**src/rtl/dma_ctrl_pkg.sv**
```systemverilog
// -----------------------------------------------------------------------------
// dma_ctrl_pkg
// Shared definitions for the DMA control/status register block:
//   - register offsets (word index, wbs_adr_i[3:2])
//   - CTRL / STATUS bit positions
//   - sequencing FSM state encoding
// -----------------------------------------------------------------------------
package dma_ctrl_pkg;

  // Word index of each register within the 16-byte window.
  localparam logic [1:0] REG_CTRL    = 2'd0;
  localparam logic [1:0] REG_STATUS  = 2'd1;
  localparam logic [1:0] REG_TIMEOUT = 2'd2;
  localparam logic [1:0] REG_COUNT   = 2'd3;

  // CTRL bits.
  localparam int CTRL_START  = 0;
  localparam int CTRL_HALT   = 1;
  localparam int CTRL_IRQ_EN = 2;

  // STATUS bits.
  localparam int STAT_BUSY = 0;
  localparam int STAT_DONE = 1;
  localparam int STAT_TMO  = 2;
  localparam int STAT_ERR  = 3;

  typedef enum logic [2:0] {
    IDLE  = 3'd0,
    PULSE = 3'd1,
    WAIT  = 3'd2,
    RUN   = 3'd3,
    ABORT = 3'd4
  } state_e;

endpackage

```
**src/rtl/dma_ctrl_regs_if.sv**
```systemverilog
// -----------------------------------------------------------------------------
// dma_ctrl_regs_if
// Wishbone slave bus bundle for dma_ctrl_regs.
//   wbs_cyc_i, wbs_stb_i, wbs_we_i : cycle, strobe, write
//   wbs_sel_i [3:0]                : byte enables
//   wbs_adr_i [31:0]               : byte address
//   wbs_dat_i [31:0]               : write data
//   wbs_ack_o                      : registered acknowledge
//   wbs_dat_o [31:0]               : registered read data
// Signal suffixes are from the slave's point of view.
// -----------------------------------------------------------------------------
interface dma_ctrl_regs_if;

  logic        wbs_cyc_i;
  logic        wbs_stb_i;
  logic        wbs_we_i;
  logic [3:0]  wbs_sel_i;
  logic [31:0] wbs_adr_i;
  logic [31:0] wbs_dat_i;
  logic        wbs_ack_o;
  logic [31:0] wbs_dat_o;

  modport master (
    output wbs_cyc_i, wbs_stb_i, wbs_we_i, wbs_sel_i, wbs_adr_i, wbs_dat_i,
    input  wbs_ack_o, wbs_dat_o
  );

  modport slave (
    input  wbs_cyc_i, wbs_stb_i, wbs_we_i, wbs_sel_i, wbs_adr_i, wbs_dat_i,
    output wbs_ack_o, wbs_dat_o
  );

endinterface

```
**src/rtl/dma_ctrl_watchdog.sv**
```systemverilog
// -----------------------------------------------------------------------------
// dma_ctrl_watchdog
// Cycle counter that flags a transfer running for TIMEOUT cycles.
//   clk, rst  : clock, synchronous active-high reset
//   clear_i   : force the counter to 0 (held while not running)
//   en_i      : count this cycle
//   limit_i   : limit in cycles; 0 disables expiry
//   expire_o  : asserted during the limit-th counting cycle
// -----------------------------------------------------------------------------
module dma_ctrl_watchdog #(
  parameter int TIMEOUT_W = 24
) (
  input  logic                 clk,
  input  logic                 rst,
  input  logic                 clear_i,
  input  logic                 en_i,
  input  logic [TIMEOUT_W-1:0] limit_i,
  output logic                 expire_o
);

  logic [TIMEOUT_W-1:0] cnt_q, cnt_d;

  always_comb begin
    cnt_d = cnt_q;
    if (clear_i)   cnt_d = '0;
    else if (en_i) cnt_d = cnt_q + 1'b1;
  end

  always_ff @(posedge clk) begin
    if (rst) cnt_q <= '0;
    else     cnt_q <= cnt_d;
  end

  // Counter starts at 0 on the first running cycle, so matching limit-1
  // fires on exactly the limit-th cycle.
  assign expire_o = en_i && (limit_i != '0) && (cnt_q == limit_i - 1'b1);

endmodule

```
**src/rtl/dma_ctrl_regs.sv**
```systemverilog
// -----------------------------------------------------------------------------
// dma_ctrl_regs
// Wishbone-slave control/status block in front of the DMA memory engine.
// Sequences start/run/complete, counts completions, keeps sticky status and
// drives one maskable level interrupt.
//
// Ports:
//   wb_clk_i, wb_rst_i : clock, synchronous active-high reset
//   wbs                : Wishbone slave bundle (dma_ctrl_regs_if.slave)
//   dma_start_o        : one-cycle start pulse to the engine
//   dma_halt_o         : halt level to the engine
//   dma_busy_i         : engine busy
//   dma_done_i         : engine done pulse
//   irq_o              : interrupt (level)
//
// Build option DMA_CTRL_TIMEOUT_EN: adds the watchdog, the TIMEOUT register,
// the TMO status bit and the ABORT path. Without it TIMEOUT and TMO read 0.
// -----------------------------------------------------------------------------
module dma_ctrl_regs
  import dma_ctrl_pkg::*;
#(
  parameter logic [31:0] BASE_ADDR = 32'h3000_0000,
  parameter int          TIMEOUT_W = 24,
  parameter int          CNT_W     = 16
) (
  input  logic           wb_clk_i,
  input  logic           wb_rst_i,
  dma_ctrl_regs_if.slave wbs,
  output logic           dma_start_o,
  output logic           dma_halt_o,
  input  logic           dma_busy_i,
  input  logic           dma_done_i,
  output logic           irq_o
);

  // ---------------------------------------------------------------------------
  // State
  // ---------------------------------------------------------------------------
  state_e             state_q, state_d;
  logic               ack_q, ack_d;
  logic [31:0]        dat_q, dat_d;
  logic               halt_q, halt_d;
  logic               irq_en_q, irq_en_d;
  logic               done_q, done_d;
  logic               tmo_q, tmo_d;
  logic               err_q, err_d;
  logic [CNT_W-1:0]   count_q, count_d;
  logic [TIMEOUT_W-1:0] timeout_val;

  // ---------------------------------------------------------------------------
  // Bus decode. ack_q blocks a second access while the first is being acked,
  // which gives one ack every two cycles for back-to-back strobes.
  // ---------------------------------------------------------------------------
  logic       addr_hit, access, wr;
  logic [1:0] reg_sel;
  logic       ctrl_wr, status_wr, start_req;

  assign addr_hit  = (wbs.wbs_adr_i[31:4] == BASE_ADDR[31:4]);
  assign access    = wbs.wbs_cyc_i && wbs.wbs_stb_i && !ack_q && addr_hit;
  assign wr        = access && wbs.wbs_we_i;
  assign reg_sel   = wbs.wbs_adr_i[3:2];
  assign ctrl_wr   = wr && (reg_sel == REG_CTRL)   && wbs.wbs_sel_i[0];
  assign status_wr = wr && (reg_sel == REG_STATUS) && wbs.wbs_sel_i[0];
  assign start_req = ctrl_wr && wbs.wbs_dat_i[CTRL_START];

  // ---------------------------------------------------------------------------
  // Watchdog
  // ---------------------------------------------------------------------------
  logic wd_expire;

`ifdef DMA_CTRL_TIMEOUT_EN
  logic [TIMEOUT_W-1:0] timeout_q, timeout_d;
  logic [31:0]          timeout_word;

  always_comb begin
    timeout_word = 32'(timeout_q);
    if (wr && (reg_sel == REG_TIMEOUT)) begin
      for (int b = 0; b < 4; b++) begin
        if (wbs.wbs_sel_i[b]) timeout_word[b*8 +: 8] = wbs.wbs_dat_i[b*8 +: 8];
      end
    end
    timeout_d = timeout_word[TIMEOUT_W-1:0];
  end

  always_ff @(posedge wb_clk_i) begin
    if (wb_rst_i) timeout_q <= '0;
    else          timeout_q <= timeout_d;
  end

  assign timeout_val = timeout_q;

  // Held clear outside RUN, so the count is 0 on the first RUN cycle.
  dma_ctrl_watchdog #(
    .TIMEOUT_W (TIMEOUT_W)
  ) u_watchdog (
    .clk      (wb_clk_i),
    .rst      (wb_rst_i),
    .clear_i  (state_q != RUN),
    .en_i     (state_q == RUN),
    .limit_i  (timeout_q),
    .expire_o (wd_expire)
  );
`else
  assign timeout_val = '0;
  assign wd_expire   = 1'b0;
`endif

  // ---------------------------------------------------------------------------
  // Sequencing FSM: next state and FSM-owned outputs
  // ---------------------------------------------------------------------------
  logic complete, tmo_hit, in_abort;

  // NOTE: every signal assigned in an always_comb gets a default at the top;
  // a path that leaves one unassigned would infer a latch.
  always_comb begin
    state_d     = state_q;
    dma_start_o = 1'b0;
    complete    = 1'b0;
    tmo_hit     = 1'b0;
    in_abort    = 1'b0;
    unique case (state_q)
      IDLE: begin
        if (start_req) state_d = PULSE;
      end
      PULSE: begin
        dma_start_o = 1'b1;
        state_d     = WAIT;
      end
      WAIT: begin
        // A transfer short enough to finish before busy is seen.
        if (dma_done_i) begin
          complete = 1'b1;
          state_d  = IDLE;
        end else if (dma_busy_i) begin
          state_d = RUN;
        end
      end
      RUN: begin
        // Done takes priority over a watchdog expiry in the same cycle.
        if (dma_done_i) begin
          complete = 1'b1;
          state_d  = IDLE;
        end else if (wd_expire) begin
          tmo_hit = 1'b1;
          state_d = ABORT;
        end
      end
      ABORT: begin
        in_abort = 1'b1;
        if (!dma_busy_i) state_d = IDLE;
      end
      default: state_d = IDLE;
    endcase
  end

  // ---------------------------------------------------------------------------
  // Register file next state
  // ---------------------------------------------------------------------------
  logic        start_err;
  logic [31:0] rd_data;

  assign start_err = start_req && (state_q != IDLE);

  always_comb begin
    halt_d   = halt_q;
    irq_en_d = irq_en_q;
    if (ctrl_wr) begin
      halt_d   = wbs.wbs_dat_i[CTRL_HALT];
      irq_en_d = wbs.wbs_dat_i[CTRL_IRQ_EN];
    end

    // Sticky W1C bits: the clear is applied first so a same-edge hardware
    // set wins.
    done_d = done_q;
    tmo_d  = tmo_q;
    err_d  = err_q;
    if (status_wr) begin
      if (wbs.wbs_dat_i[STAT_DONE]) done_d = 1'b0;
      if (wbs.wbs_dat_i[STAT_TMO])  tmo_d  = 1'b0;
      if (wbs.wbs_dat_i[STAT_ERR])  err_d  = 1'b0;
    end
    if (complete)  done_d = 1'b1;
    if (tmo_hit)   tmo_d  = 1'b1;
    if (start_err) err_d  = 1'b1;

    count_d = count_q + CNT_W'(complete);

    rd_data = '0;
    unique case (reg_sel)
      REG_CTRL: begin
        rd_data[CTRL_HALT]   = halt_q;
        rd_data[CTRL_IRQ_EN] = irq_en_q;
      end
      REG_STATUS: begin
        rd_data[STAT_BUSY] = dma_busy_i;
        rd_data[STAT_DONE] = done_q;
        rd_data[STAT_TMO]  = tmo_q;
        rd_data[STAT_ERR]  = err_q;
      end
      REG_TIMEOUT: rd_data = 32'(timeout_val);
      REG_COUNT:   rd_data = 32'(count_q);
      default:     rd_data = '0;
    endcase

    ack_d = access;
    dat_d = access ? rd_data : dat_q;
  end

  // NOTE: sequential state is updated only with non-blocking assignments so
  // every flop samples the pre-edge values computed above.
  // NOTE: all flops reset synchronously here; the block holds no memory
  // arrays, so nothing is left unreset.
  always_ff @(posedge wb_clk_i) begin
    if (wb_rst_i) begin
      state_q  <= IDLE;
      ack_q    <= 1'b0;
      dat_q    <= '0;
      halt_q   <= 1'b0;
      irq_en_q <= 1'b0;
      done_q   <= 1'b0;
      tmo_q    <= 1'b0;
      err_q    <= 1'b0;
      count_q  <= '0;
    end else begin
      state_q  <= state_d;
      ack_q    <= ack_d;
      dat_q    <= dat_d;
      halt_q   <= halt_d;
      irq_en_q <= irq_en_d;
      done_q   <= done_d;
      tmo_q    <= tmo_d;
      err_q    <= err_d;
      count_q  <= count_d;
    end
  end

  // ---------------------------------------------------------------------------
  // Outputs
  // ---------------------------------------------------------------------------
  assign wbs.wbs_ack_o = ack_q;
  assign wbs.wbs_dat_o = dat_q;
  assign dma_halt_o    = halt_q || in_abort;
  assign irq_o         = irq_en_q && (done_q || tmo_q || err_q);

  // Address byte offset and, in the default build, upper data bits are
  // intentionally ignored.
  logic unused_bits;
  assign unused_bits = ^{wbs.wbs_adr_i[1:0], wbs.wbs_dat_i, wbs.wbs_sel_i};

endmodule

```
**src/flat_wrapper.sv**
```systemverilog
// flat-port wrapper written by rule: the top's interface ports become plain ports
module dma_ctrl_regs_flat import dma_ctrl_pkg::*;
#(
  parameter logic [31:0] BASE_ADDR = 32'h3000_0000,
  parameter int          TIMEOUT_W = 24,
  parameter int          CNT_W     = 16
)
  (wb_clk_i, wb_rst_i, dma_start_o, dma_halt_o, dma_busy_i, dma_done_i, irq_o, wbs_wbs_cyc_i, wbs_wbs_stb_i, wbs_wbs_we_i, wbs_wbs_sel_i, wbs_wbs_adr_i, wbs_wbs_dat_i, wbs_wbs_ack_o, wbs_wbs_dat_o);
  dma_ctrl_regs_if wbs_i ();
  input  logic wb_clk_i;
  input  logic wb_rst_i;
  output logic dma_start_o;
  output logic dma_halt_o;
  input  logic dma_busy_i;
  input  logic dma_done_i;
  output logic irq_o;
  input wire logic [$bits(wbs_i.wbs_cyc_i)-1:0] wbs_wbs_cyc_i;
  input wire logic [$bits(wbs_i.wbs_stb_i)-1:0] wbs_wbs_stb_i;
  input wire logic [$bits(wbs_i.wbs_we_i)-1:0] wbs_wbs_we_i;
  input wire logic [$bits(wbs_i.wbs_sel_i)-1:0] wbs_wbs_sel_i;
  input wire logic [$bits(wbs_i.wbs_adr_i)-1:0] wbs_wbs_adr_i;
  input wire logic [$bits(wbs_i.wbs_dat_i)-1:0] wbs_wbs_dat_i;
  output wire logic [$bits(wbs_i.wbs_ack_o)-1:0] wbs_wbs_ack_o;
  output wire logic [$bits(wbs_i.wbs_dat_o)-1:0] wbs_wbs_dat_o;
  assign wbs_i.wbs_cyc_i = wbs_wbs_cyc_i;
  assign wbs_i.wbs_stb_i = wbs_wbs_stb_i;
  assign wbs_i.wbs_we_i = wbs_wbs_we_i;
  assign wbs_i.wbs_sel_i = wbs_wbs_sel_i;
  assign wbs_i.wbs_adr_i = wbs_wbs_adr_i;
  assign wbs_i.wbs_dat_i = wbs_wbs_dat_i;
  assign wbs_wbs_ack_o = wbs_i.wbs_ack_o;
  assign wbs_wbs_dat_o = wbs_i.wbs_dat_o;
  dma_ctrl_regs #(.BASE_ADDR(BASE_ADDR), .TIMEOUT_W(TIMEOUT_W), .CNT_W(CNT_W)) u_core (.wb_clk_i(wb_clk_i), .wb_rst_i(wb_rst_i), .wbs(wbs_i), .dma_start_o(dma_start_o), .dma_halt_o(dma_halt_o), .dma_busy_i(dma_busy_i), .dma_done_i(dma_done_i), .irq_o(irq_o));
endmodule
```
**config.mk**
```make
export PLATFORM = sky130hd
export DESIGN_NAME = dma_ctrl_regs_flat
export DESIGN_NICKNAME = d
export VERILOG_FILES = /design/src/rtl/dma_ctrl_pkg.sv /design/src/rtl/dma_ctrl_regs_if.sv /design/src/rtl/dma_ctrl_watchdog.sv /design/src/rtl/dma_ctrl_regs.sv /design/src/flat_wrapper.sv
export SDC_FILE = /design/constraint.sdc
export NUM_CORES = 1
export LEC_CHECK = 0
export CAP_MARGIN = 20
export CORE_UTILIZATION = 36
export CTS_BUF_LIST = sky130_fd_sc_hd__clkbuf_8
export CTS_CLUSTER_SIZE = 12
export DETAILED_ROUTE_END_ITERATION = 10
export PLACE_DENSITY = 0.78
export SYNTH_ARGS = -nofsm -noshare
export SYNTH_HDL_FRONTEND = slang
export SYNTH_SLANG_ARGS = --single-unit
```
**constraint.sdc**
```tcl
create_clock -name wb_clk_i -period 1.65 [get_ports wb_clk_i]
set_input_delay 0.33 -clock wb_clk_i [delete_from_list [all_inputs] [get_ports wb_clk_i]]
set_output_delay 0.33 -clock wb_clk_i [all_outputs]
set_load 0.01 [all_outputs]
```
==> flow_summary.yaml <==
status:
  status: "complete, but fails checks"
  violations: "negative setup slack"
critical_path:
  crit_path_start_kind: "input port"
  path_cells: "clkdlybuf4s50_1 -> nor4_2 -> and4_1 -> buf_12 -> nand4_1 -> a21oi_1"
  slowest_delay_ns: 0.48
  worstPathRequired_ns: 1.87
  cpMaxStageDelayCell: "clkdlybuf4s50_1"
  cp.buffers_inverters: 2
  cp-end-kind: "flip-flop"
  arrival_ns: 1.89
  crit_fanout: 17
  crit_family: "simple AND/OR/NAND/NOR gates"
  crit_type: "in -> reg"
sta:
  min_period_ns: 1.67
  rsz0062_at_grt: "yes"
  final_max_slew_viol_count: 0
  max_freq_mhz: 598
  setup_violations: 3
  final.period_utilization: 1.01
  skew_ns: 0.00288
  hold_viol: 0
  setup_ws_ns: -0.0221
clock_network:
  numClockSinks: 39
  cts_buffer_depth: 2
  tritoncts: "built"
  cts.clk_slew.worst_paths_ns: 0.07
  cts_root_buffer: "clkbuf_8"
  cts_hold_buf: 0
  cts_made_buffers: 5
  clock_latency_ns: 0.29
  htreeDepth: 2
placed_design:
  globalplace.congestion: 0.763
  place_area_um2: 2770
  hpwlAfterDp_mm: 3.74
  dp_cells: 372
  dpl_worst_slack_ns: -0.549
  io_buffers: 61
routing:
  totalWireLength_mm: 6.25
  ant_nets: 0
  drcViolationCount: 0
  dr.pass1.iters: 4
  drt_iter0_markers: 170
  vias: 2114
  viasPerCell: 5.48
  wl_per_cell_um: 16.2
synth:
  synth.avg_cell_area_um2: 8.76
  synthArstFlopShare: 0
  ys_types: 46
  synth_cells: 233
  synth_top_flop_cell: "dfxtp_1"
  synth_edf_count: 0
  syn_area_um2: 2040
  yosysWarnings: 0
  synth_seq_area_share: 0.383
  ys_ff_latch: 39
die:
  die_area_um2: 5970
  rows: 27
  dieHeight_um: 77.3
  initial_core_util: 0.373
  core_um2: 5470
  die_w_um: 77.3
  io_pins: 111
finish:
  area_growth_pct: 59.9
  final_common_cell: "dfxtp_1"
  nets: 391
  final_cell_mix: "dfxtp_1 (35), clkdlybuf4s50_1 (34), nand4_1 (25)"
  instances_no_fill: 386
  drive_above_1_share: 0.299
  fin_area_um2: 3260
  num_antenna_cells: 0
global_routing:
  grt_pass1_wl_mm: 8.91
  gr-total-overflow: 0
  grt_max_degree: 40
  antenna_found_initial: 0
  grt_use_total: 0.188
  grt_pass1_vias: 1931
pwr:
  ir_drop_v: 0.000300
  power_uw: 1900
  power_density_nw_per_um2: 583
  leakage_uw: 0.00125
run:
  max_cap_viol_count: 0
worst_hold_path:
  min_path_type: "in -> reg"
worst register-to-register path, delay by kind of cell, from the launching register on:
kind,cells,cell delay (ns)
buf+inv,2,0.30
compound gates,1,0.18
simple gates,3,0.73
flops,1,0.34
cell usage after synthesis, types with 6 or more instances:
| library cell | instances | area (µm²) |
|---|---|---|
| nand4_1 | 25 | 156 |
| o21ai_0 | 18 | 90.1 |
| nand3_1 | 6 | 30.0 |
| a21oi_1 | 22 | 110 |
| nor4_1 | 9 | 56.3 |
| buf_4 | 16 | 120 |
| dfxtp_1 | 39 | 781 |
| xor2_1 | 7 | 61.3 |
| clkbuf_1 | 7 | 26.3 |
| nand2_1 | 8 | 30.0 |
| nor2_1 | 14 | 52.6 |
registers in the layout, summed over array words and instances, names as in the netlist:
register,flops
u_core.count_q,16
u_core.wbs.wbs_dat_o,16
u_core.state_q,2
u_core.done_q,1
u_core.err_q,1
u_core.halt_q,1
u_core.irq_en_q,1
u_core.wbs.wbs_ack_o,1
layer usage:
| layer | GRT usage | vias to the layer above | part of all wire |
|---|---|---|---|
| li1 | - | 1003 | - |
| met1 | 0.215 | 986 | 0.39 |
| met2 | 0.330 | 105 | 0.51 |
| met3 | 0.0607 | 20 | 0.081 |
| met4 | 0.0528 | 0 | 0.022 |
| met5 | 0 | - | 0 |
through the flow:
step                      hold WS, ns   util  setup TNS [ns]
after CTS                       0.472  0.548          -0.387
after global routing            0.441  0.596          -0.490
final                           0.405  0.596         -0.0317
after global placement          0.459  0.506          -13.61
after detailed placement        0.464  0.506          -14.33
after floorplan                 0.451      -          -0.703
final timing paths:
check / from / to / slack (ns) / cells after the start
worst min-delay path: dma_done_i / u_core.state_q[0] / 0.41 / 4
worst min register to register: u_core.wbs.wbs_dat_o[13] / u_core.wbs.wbs_dat_o[13] / 0.46 / 2
worst max register to register: u_core.wbs.wbs_ack_o / u_core.wbs.wbs_dat_o[5] / 0.05 / 6
worst max-delay path: wbs_wbs_adr_i[12] / u_core.wbs.wbs_dat_o[5] / -0.02 / 6
layout make-up:
type | instances | area (µm²)
Clock inverter | 2 | 33.8
Inverter | 2 | 7.51
Multi-Input combinational cell | 176 | 1360
Timing Repair Buffer | 90 | 917
Sequential cell | 39 | 786
Fill cell | 440 | 2210
Tap cell | 72 | 90.1
Clock buffer | 5 | 68.8
cell families (layout without fill, tap and decap cells):
kind of cell             count (synthesis)  in the layout  synth area share
AND/OR/NAND/NOR                         96             96             0.292
other                                    1             16           0.00184
multiplexers                             3              3            0.0159
buffers and inverters                   33             99             0.118
adder cells (fa/ha/maj)                  2              2            0.0123
AO/OA/AOI/OAI                           48             48             0.130
XOR/XNOR                                11             11            0.0472
flip-flops                              39             39             0.383
repair_timing:
| item | 4_1_cts | 5_1_grt |
|---|---|---|
| pin swaps | 12 | 29 |
| setup endpoints to repair | 28 | 32 |
| endpoints found under the hold margin | 0 | 0 |
| cloned | 1 | 1 |
| gates resized for setup | 70 | 71 |
| buffers inserted | 2 | 4 |
where the power goes:
part           leakage, µW  internal, µW  switching [µW]  total, µW
Combinational     0.000875           110            95.3        205
Clock            0.0000554           437             319        756
Sequential        0.000316           940    0.0000000991        940
Total              0.00125          1490             414       1900
Power figures use the tool's default switching activity.
